File: config.mk
export PLATFORM = sky130hd
export DESIGN_NAME = dma_line_unpacker_flat
export DESIGN_NICKNAME = d
export VERILOG_FILES = /design/src/rtl/dma_line_unpacker_if.sv /design/src/rtl/dma_line_unpacker.sv /design/src/flat_wrapper.sv
export SDC_FILE = /design/constraint.sdc
export NUM_CORES = 1
export LEC_CHECK = 0
export BUFFER_PORTS_ARGS = -buffer_cell sky130_fd_sc_hd__buf_2
export CAP_MARGIN = 20
export CORE_AREA = 2 2 250 252
export DETAILED_ROUTE_END_ITERATION = 16
export DIE_AREA = 0 0 252 254
export HOLD_SLACK_MARGIN = 0.08
export PLACE_DENSITY_LB_ADDON = 0.25
export SYNTH_ARGS = -nofsm -noshare
export SYNTH_HDL_FRONTEND = slang
export SYNTH_SLANG_ARGS = --single-unit
File: constraint.sdc
create_clock -name clk -period 3.5 [get_ports clk]
set_input_delay 0.525 -clock clk [delete_from_list [all_inputs] [get_ports clk]]
set_output_delay 0.525 -clock clk [all_outputs]
set_load 0.01 [all_outputs]
File: src/rtl/dma_line_unpacker_if.sv
// DMA line unpacker bus: go/size control, DMA FIFO read side,
// memory write side and busy/done status. master = unpacker.
interface dma_line_unpacker_if #(
  parameter int CL_WIDTH   = 512,
  parameter int WORD_WIDTH = 32,
  parameter int ADDR_WIDTH = 28,
  parameter int SIZE_WIDTH = 27
);
  logic                  go;
  logic [ADDR_WIDTH-1:0] base_addr;
  logic [SIZE_WIDTH-1:0] num_lines;
  logic                  dma_empty;
  logic [CL_WIDTH-1:0]   dma_rd_data;
  logic                  dma_rd_en;
  logic                  mem_ready;
  logic                  mem_en;
  logic                  mem_wr_en;
  logic [ADDR_WIDTH-1:0] mem_addr;
  logic [WORD_WIDTH-1:0] mem_data;
  logic                  busy;
  logic                  done;

  modport master (
    input  go, base_addr, num_lines,
    input  dma_empty, dma_rd_data, mem_ready,
    output dma_rd_en, mem_en, mem_wr_en,
    output mem_addr, mem_data, busy, done
  );

  modport slave (
    output go, base_addr, num_lines,
    output dma_empty, dma_rd_data, mem_ready,
    input  dma_rd_en, mem_en, mem_wr_en,
    input  mem_addr, mem_data, busy, done
  );
endinterface

File: src/rtl/dma_line_unpacker.sv
// Pops cache lines from the DMA read FIFO and writes them out as
// consecutive memory words. Ports: clk, rst (sync, active high),
// bus (dma_line_unpacker_if.master: go/base_addr/num_lines in,
// dma_empty/dma_rd_data/dma_rd_en FIFO side, mem_* write side,
// busy/done status). Optional UNPACK_PREFETCH_EN adds a spare
// line buffer so lines stream back to back without a FETCH gap.
module dma_line_unpacker #(
  parameter int CL_WIDTH   = 512,
  parameter int WORD_WIDTH = 32,
  parameter int ADDR_WIDTH = 28,
  parameter int SIZE_WIDTH = 27
) (
  input logic clk,
  input logic rst,
  dma_line_unpacker_if.master bus
);
  localparam int WORDS = CL_WIDTH / WORD_WIDTH;
  localparam int IDX_W = (WORDS > 1) ? $clog2(WORDS) : 1;

  typedef enum logic [1:0] {
    S_IDLE,
    S_FETCH,
    S_SERIAL,
    S_DONE
  } state_t;

  state_t r_state;
  state_t w_next;

  logic [CL_WIDTH-1:0]   r_buf;
  logic [IDX_W-1:0]      r_idx;
  logic [ADDR_WIDTH-1:0] r_addr;
  logic [SIZE_WIDTH-1:0] r_num;
  logic [SIZE_WIDTH-1:0] r_lines;

  logic w_go_acc;
  logic w_pop;
  logic w_accept;
  logic w_last;
  logic w_final;
  logic w_en;
  logic [WORD_WIDTH-1:0] w_word;

`ifdef UNPACK_PREFETCH_EN
  logic [CL_WIDTH-1:0]   r_nbuf;
  logic                  r_nvalid;
  logic [SIZE_WIDTH-1:0] r_pops;
  logic                  w_pref;
`endif

  assign w_last  = (r_idx == IDX_W'(WORDS - 1));
  assign w_final = ((r_lines + SIZE_WIDTH'(1)) == r_num);
  assign w_word  = r_buf[r_idx*WORD_WIDTH +: WORD_WIDTH];

  always_comb begin
    w_next   = r_state;
    w_go_acc = 1'b0;
    w_pop    = 1'b0;
    w_accept = 1'b0;
`ifdef UNPACK_PREFETCH_EN
    w_pref   = 1'b0;
`endif
    unique case (r_state)
      S_IDLE, S_DONE: begin
        if (bus.go) begin
          w_go_acc = 1'b1;
          if (bus.num_lines == '0)
            w_next = S_DONE;
          else
            w_next = S_FETCH;
        end
      end
      S_FETCH: begin
        if (!bus.dma_empty) begin
          w_pop  = 1'b1;
          w_next = S_SERIAL;
        end
      end
      S_SERIAL: begin
        w_accept = bus.mem_ready;
`ifdef UNPACK_PREFETCH_EN
        // r_pops bounds total pops to the latched line count.
        w_pref = !bus.dma_empty && !r_nvalid
               && (r_pops != r_num);
        w_pop  = w_pref;
`endif
        if (w_accept && w_last) begin
          if (w_final)
            w_next = S_DONE;
`ifdef UNPACK_PREFETCH_EN
          else if (r_nvalid || w_pref)
            w_next = S_SERIAL;
`endif
          else
            w_next = S_FETCH;
        end
      end
      default: w_next = S_IDLE;
    endcase
    // Reset aborts at once: no pop or write in the reset cycle.
    if (rst) begin
      w_pop    = 1'b0;
      w_accept = 1'b0;
    end
  end

  always_ff @(posedge clk) begin
    if (rst) begin
      r_state <= S_IDLE;
      r_buf   <= '0;
      r_idx   <= '0;
      r_addr  <= '0;
      r_num   <= '0;
      r_lines <= '0;
`ifdef UNPACK_PREFETCH_EN
      r_nbuf   <= '0;
      r_nvalid <= 1'b0;
      r_pops   <= '0;
`endif
    end else begin
      r_state <= w_next;
      if (w_go_acc) begin
        r_addr  <= bus.base_addr;
        r_num   <= bus.num_lines;
        r_lines <= '0;
        r_idx   <= '0;
`ifdef UNPACK_PREFETCH_EN
        r_nvalid <= 1'b0;
        r_pops   <= '0;
`endif
      end
      if (w_accept) begin
        r_addr <= r_addr + ADDR_WIDTH'(1);
        if (w_last) begin
          r_idx   <= '0;
          r_lines <= r_lines + SIZE_WIDTH'(1);
        end else begin
          r_idx <= r_idx + IDX_W'(1);
        end
      end
`ifdef UNPACK_PREFETCH_EN
      // Swap in the spare line as the current one finishes.
      if (w_accept && w_last && r_nvalid && !w_final) begin
        r_buf    <= r_nbuf;
        r_nvalid <= 1'b0;
      end
      if (w_pop) begin
        r_pops <= r_pops + SIZE_WIDTH'(1);
        // A pop landing on the last accept feeds r_buf directly.
        if (r_state == S_SERIAL && !(w_accept && w_last)) begin
          r_nbuf   <= bus.dma_rd_data;
          r_nvalid <= 1'b1;
        end else begin
          r_buf <= bus.dma_rd_data;
          r_idx <= '0;
        end
      end
`else
      if (w_pop) begin
        r_buf <= bus.dma_rd_data;
        r_idx <= '0;
      end
`endif
    end
  end

  assign w_en          = (r_state == S_SERIAL) && !rst;
  assign bus.dma_rd_en = w_pop;
  assign bus.mem_en    = w_en;
  assign bus.mem_wr_en = w_en;
  assign bus.mem_addr  = r_addr;
  assign bus.mem_data  = w_en ? w_word : '0;
  assign bus.busy      = (r_state == S_FETCH)
                       || (r_state == S_SERIAL);
  assign bus.done      = (r_state == S_DONE);

endmodule

File: src/flat_wrapper.sv
// flat-port wrapper written by rule: the top's interface ports become plain ports
module dma_line_unpacker_flat 
#(
  parameter int CL_WIDTH   = 512,
  parameter int WORD_WIDTH = 32,
  parameter int ADDR_WIDTH = 28,
  parameter int SIZE_WIDTH = 27
)
  (clk, rst, bus_go, bus_base_addr, bus_num_lines, bus_dma_empty, bus_dma_rd_data, bus_mem_ready, bus_dma_rd_en, bus_mem_en, bus_mem_wr_en, bus_mem_addr, bus_mem_data, bus_busy, bus_done);
  dma_line_unpacker_if #(.CL_WIDTH(CL_WIDTH), .WORD_WIDTH(WORD_WIDTH), .ADDR_WIDTH(ADDR_WIDTH), .SIZE_WIDTH(SIZE_WIDTH)) bus_i ();
  input logic clk;
  input logic rst;
  input wire logic [$bits(bus_i.go)-1:0] bus_go;
  input wire logic [$bits(bus_i.base_addr)-1:0] bus_base_addr;
  input wire logic [$bits(bus_i.num_lines)-1:0] bus_num_lines;
  input wire logic [$bits(bus_i.dma_empty)-1:0] bus_dma_empty;
  input wire logic [$bits(bus_i.dma_rd_data)-1:0] bus_dma_rd_data;
  input wire logic [$bits(bus_i.mem_ready)-1:0] bus_mem_ready;
  output wire logic [$bits(bus_i.dma_rd_en)-1:0] bus_dma_rd_en;
  output wire logic [$bits(bus_i.mem_en)-1:0] bus_mem_en;
  output wire logic [$bits(bus_i.mem_wr_en)-1:0] bus_mem_wr_en;
  output wire logic [$bits(bus_i.mem_addr)-1:0] bus_mem_addr;
  output wire logic [$bits(bus_i.mem_data)-1:0] bus_mem_data;
  output wire logic [$bits(bus_i.busy)-1:0] bus_busy;
  output wire logic [$bits(bus_i.done)-1:0] bus_done;
  assign bus_i.go = bus_go;
  assign bus_i.base_addr = bus_base_addr;
  assign bus_i.num_lines = bus_num_lines;
  assign bus_i.dma_empty = bus_dma_empty;
  assign bus_i.dma_rd_data = bus_dma_rd_data;
  assign bus_i.mem_ready = bus_mem_ready;
  assign bus_dma_rd_en = bus_i.dma_rd_en;
  assign bus_mem_en = bus_i.mem_en;
  assign bus_mem_wr_en = bus_i.mem_wr_en;
  assign bus_mem_addr = bus_i.mem_addr;
  assign bus_mem_data = bus_i.mem_data;
  assign bus_busy = bus_i.busy;
  assign bus_done = bus_i.done;
  dma_line_unpacker #(.CL_WIDTH(CL_WIDTH), .WORD_WIDTH(WORD_WIDTH), .ADDR_WIDTH(ADDR_WIDTH), .SIZE_WIDTH(SIZE_WIDTH)) u_core (.clk(clk), .rst(rst), .bus(bus_i));
endmodule
==> results.ini <==
[power_and_ir_drop]
switching_share_pct = 27.9
peakVddDrop_mv = 0.394
switchingPower_mw = 5.25
internal-power_mw = 13.6
p_clk_share_pct = 36.3
pwr-share-seq_pct = 45.8
power_density_nw_per_um2 = 622
combPwrFrac_pct = 18.0
total_power_mw = 18.8
leakage_nw = 12.5

[die]
start_util_pct = 39.3
dieArea_um2 = 64000
core_um2 = 61300
die_w_um = 252
rows = 91
io_pins = 637
die_height_um = 254

[sta]
tns_ps = 0
grt_setup_unrepaired = no
period_share_pct = 97.0
maxSlewViolCount = 0
hold-worst-slack_ps = 151
tightest_slew_ps = 814
fmax_ghz = 0.295
layout_min_cycle_time_ps = 3390
hold_viol_final = 0
setup_viol = 0
slew_headroom_pct = 45.8
worst_clock_skew_ps = 18.3

[synthesis]
synth_flop_cell = dfxtp_1
synthArstFlopShare_pct = 0
synth.distinct_cells = 60
synth_edf_count = 0
ys_seq_area_share_pct = 49.9
synth_seq_cells = 600
syn-cell-area_um2 = 24100
avgSynthCellArea_um2 = 11.9
ys_warn_count = 0
syn_nets = 2597
synthCells = 2018

[detailed_routing]
firstDrtPassIters = 7
via_per_inst = 5.82
drtIter0Drc = 1585
wl_met3_mm = 6.54
remaining_drc_errors = 0
wl_per_cell_um = 24.6
vias = 20000
highest_layer = met5
postRouteWirelength_mm = 84.5
ant_nets = 0
wl_met2_mm = 41.9
wl_met1_mm = 33.6

[global_routing]
antenna_found_initial = 43
grtUsageTotal_pct = 25.3
grt_pass1_vias = 19800
gr-total-overflow = 0
grt_max_degree = 141
grt_pass1_wl_mm = 123

[worst_setup_path]
r2r_cells = 7
worstPathMaxFanout = 48
arrival_ps = 2870
crit_required_ps = 2970
r2r_slack_ps = 880
endpoint = bus_mem_data[11]
reg2reg_from = u_core.r_lines[9]
critPathLaunchType = flip-flop
cp-end-kind = primary output
worstSetupStartpoint = u_core.r_idx[0]
worst_r2r_endpoint = u_core.r_state[1]
path_class = reg2out

[clock_tree]
cts-root-buf = clkbuf_16
hold_buffers = 0
clk_latency_ps = 590
path_clk_slew_ps = 70
clockBufferDepth = 3
cts_resized = 0
cts.sinks = 600
h-tree-depth = 3
cts_buffers = 66
cts_tree = built
post-cts-setup-buffers = 0

[placed_design]
gp_congestion = 0.937
port_buffers = 636
dp_hpwl_mm = 61.8

[layout]
fin_util_pct = 49.4
area_growth_pct = 25.6
layout.nets = 3152
fill_cells = 5517
layout-drive-gt1-share_pct = 36.7

[worst_hold_path]
hold_path.class = in2reg

[outcome]
status = finished clean

[job]
drv_cap = 0

-- cells by family after synthesis --
kind of cell | synth area share [%]
xor gates and xnor gates | 1.35
AOI/OAI and AO/OA | 23.3
DFF | 49.9
and+or+nand+nor | 6.64
muxes | 15.0
buffers and inverters | 3.40
adders and majority gates | 0.364
-- layout by cell type (no fill, tap or decap), types with 14 or more instances in the layout --
| cell | instances |
|---|---|
| buf_2 | 636 |
| dfxtp_1 | 597 |
| a22o_1 | 513 |
| mux4_2 | 160 |
| nand2_1 | 98 |
| clkbuf_16 | 68 |
| a21oi_1 | 63 |
| nor2_1 | 58 |
| o21ai_0 | 53 |
| and2_1 | 38 |
| buf_4 | 28 |
| diode_2 | 27 |
| nand3_1 | 26 |
| xor2_1 | 19 |
| xnor2_1 | 18 |
| nor4_1 | 17 |
| and3_1 | 16 |
| clkbuf_8 | 16 |
| buf_12 | 16 |
| o31ai_1 | 14 |
| clkbuf_1 | 14 |
-- synth_stat cells (17+ instances only) --
master / number / area share [%]
nor4_1: 17 / 0.44
xor2_1: 19 / 0.69
a21oi_1: 64 / 1.3
nand2_1: 98 / 1.5
a22o_1: 513 / 19
nor2_1: 59 / 0.92
nand3_1: 26 / 0.54
o21ai_0: 53 / 1.1
xnor2_1: 18 / 0.65
and2_1: 39 / 1.0
mux4_2: 160 / 15
dfxtp_1: 600 / 50
clkbuf_1: 154 / 2.4
-- flip-flops by register name, summed over array words and instances, names as in the netlist --
signal	cells
u_core.bus.mem_addr	28
u_core.r_buf	512
u_core.r_idx	4
u_core.r_lines	27
u_core.r_num	27
u_core.r_state	2
-- worst min path at each step --
stage | from | to | cells after the start
floorplan | u_core.r_buf[192] | u_core.r_buf[192] | 1
global placement | u_core.r_buf[74] | u_core.r_buf[74] | 1
detailed placement | u_core.r_buf[260] | u_core.r_buf[260] | 1
CTS | bus_dma_rd_data[392] | u_core.r_buf[392] | 2
global route | bus_dma_rd_data[210] | u_core.r_buf[210] | 2
finish | bus_dma_rd_data[108] | u_core.r_buf[108] | 2
-- final cells by class --
type / instances / area, µm² / area share (%)
Clock buffer: 98 / 1970 / 6.53
Clock inverter: 18 / 141 / 0.468
Sequential cell: 600 / 12000 / 39.8
Antenna cell: 27 / 67.6 / 0.223
Tap cell: 790 / 988 / 3.27
Inverter: 11 / 41.3 / 0.137
Timing Repair Buffer: 681 / 3740 / 12.4
Multi-Input combinational cell: 1213 / 11300 / 37.2
-- power groups by stage --
stage          logic (mW)  clock network [mW]  registers [mW]
3_3_place_gp         3.30                   0            8.68
2_1_floorplan        2.23                   0            8.47
5_1_grt              3.66                7.22            8.69
6_report             3.38                6.82            8.60
3_5_place_dp         3.37                   0            8.70
4_1_cts              3.39                6.94            8.57
-- critical path, cell delays in order, from the launching register on --
cell and delay [ps]:
dfxtp_4 420, buf_12 330, mux4_2 630, mux4_2 470
and2_1 200, buf_2 150
-- stage by stage --
| step | cells | cell area, µm² | setup WS (ps) |
|---|---|---|---|
| floorplan | 2018 | 24100 | 809 |
| global placement | 3295 | 28000 | 681 |
| detailed placement | 3295 | 28000 | 659 |
| CTS | 3411 | 30200 | 21.1 |
| global route | 3429 | 30200 | 7.26 |
| finish | 3438 | 30200 | 106 |
-- routing by layer --
metal | up-vias | global-route usage [%]
met5 | - | 0
met4 | 26 | 8.61
met2 | 849 | 43.7
met1 | 9895 | 30.8
li1 | 9071 | -
met3 | 169 | 6.39
No activity file was read; power rests on OpenSTA's default activity.
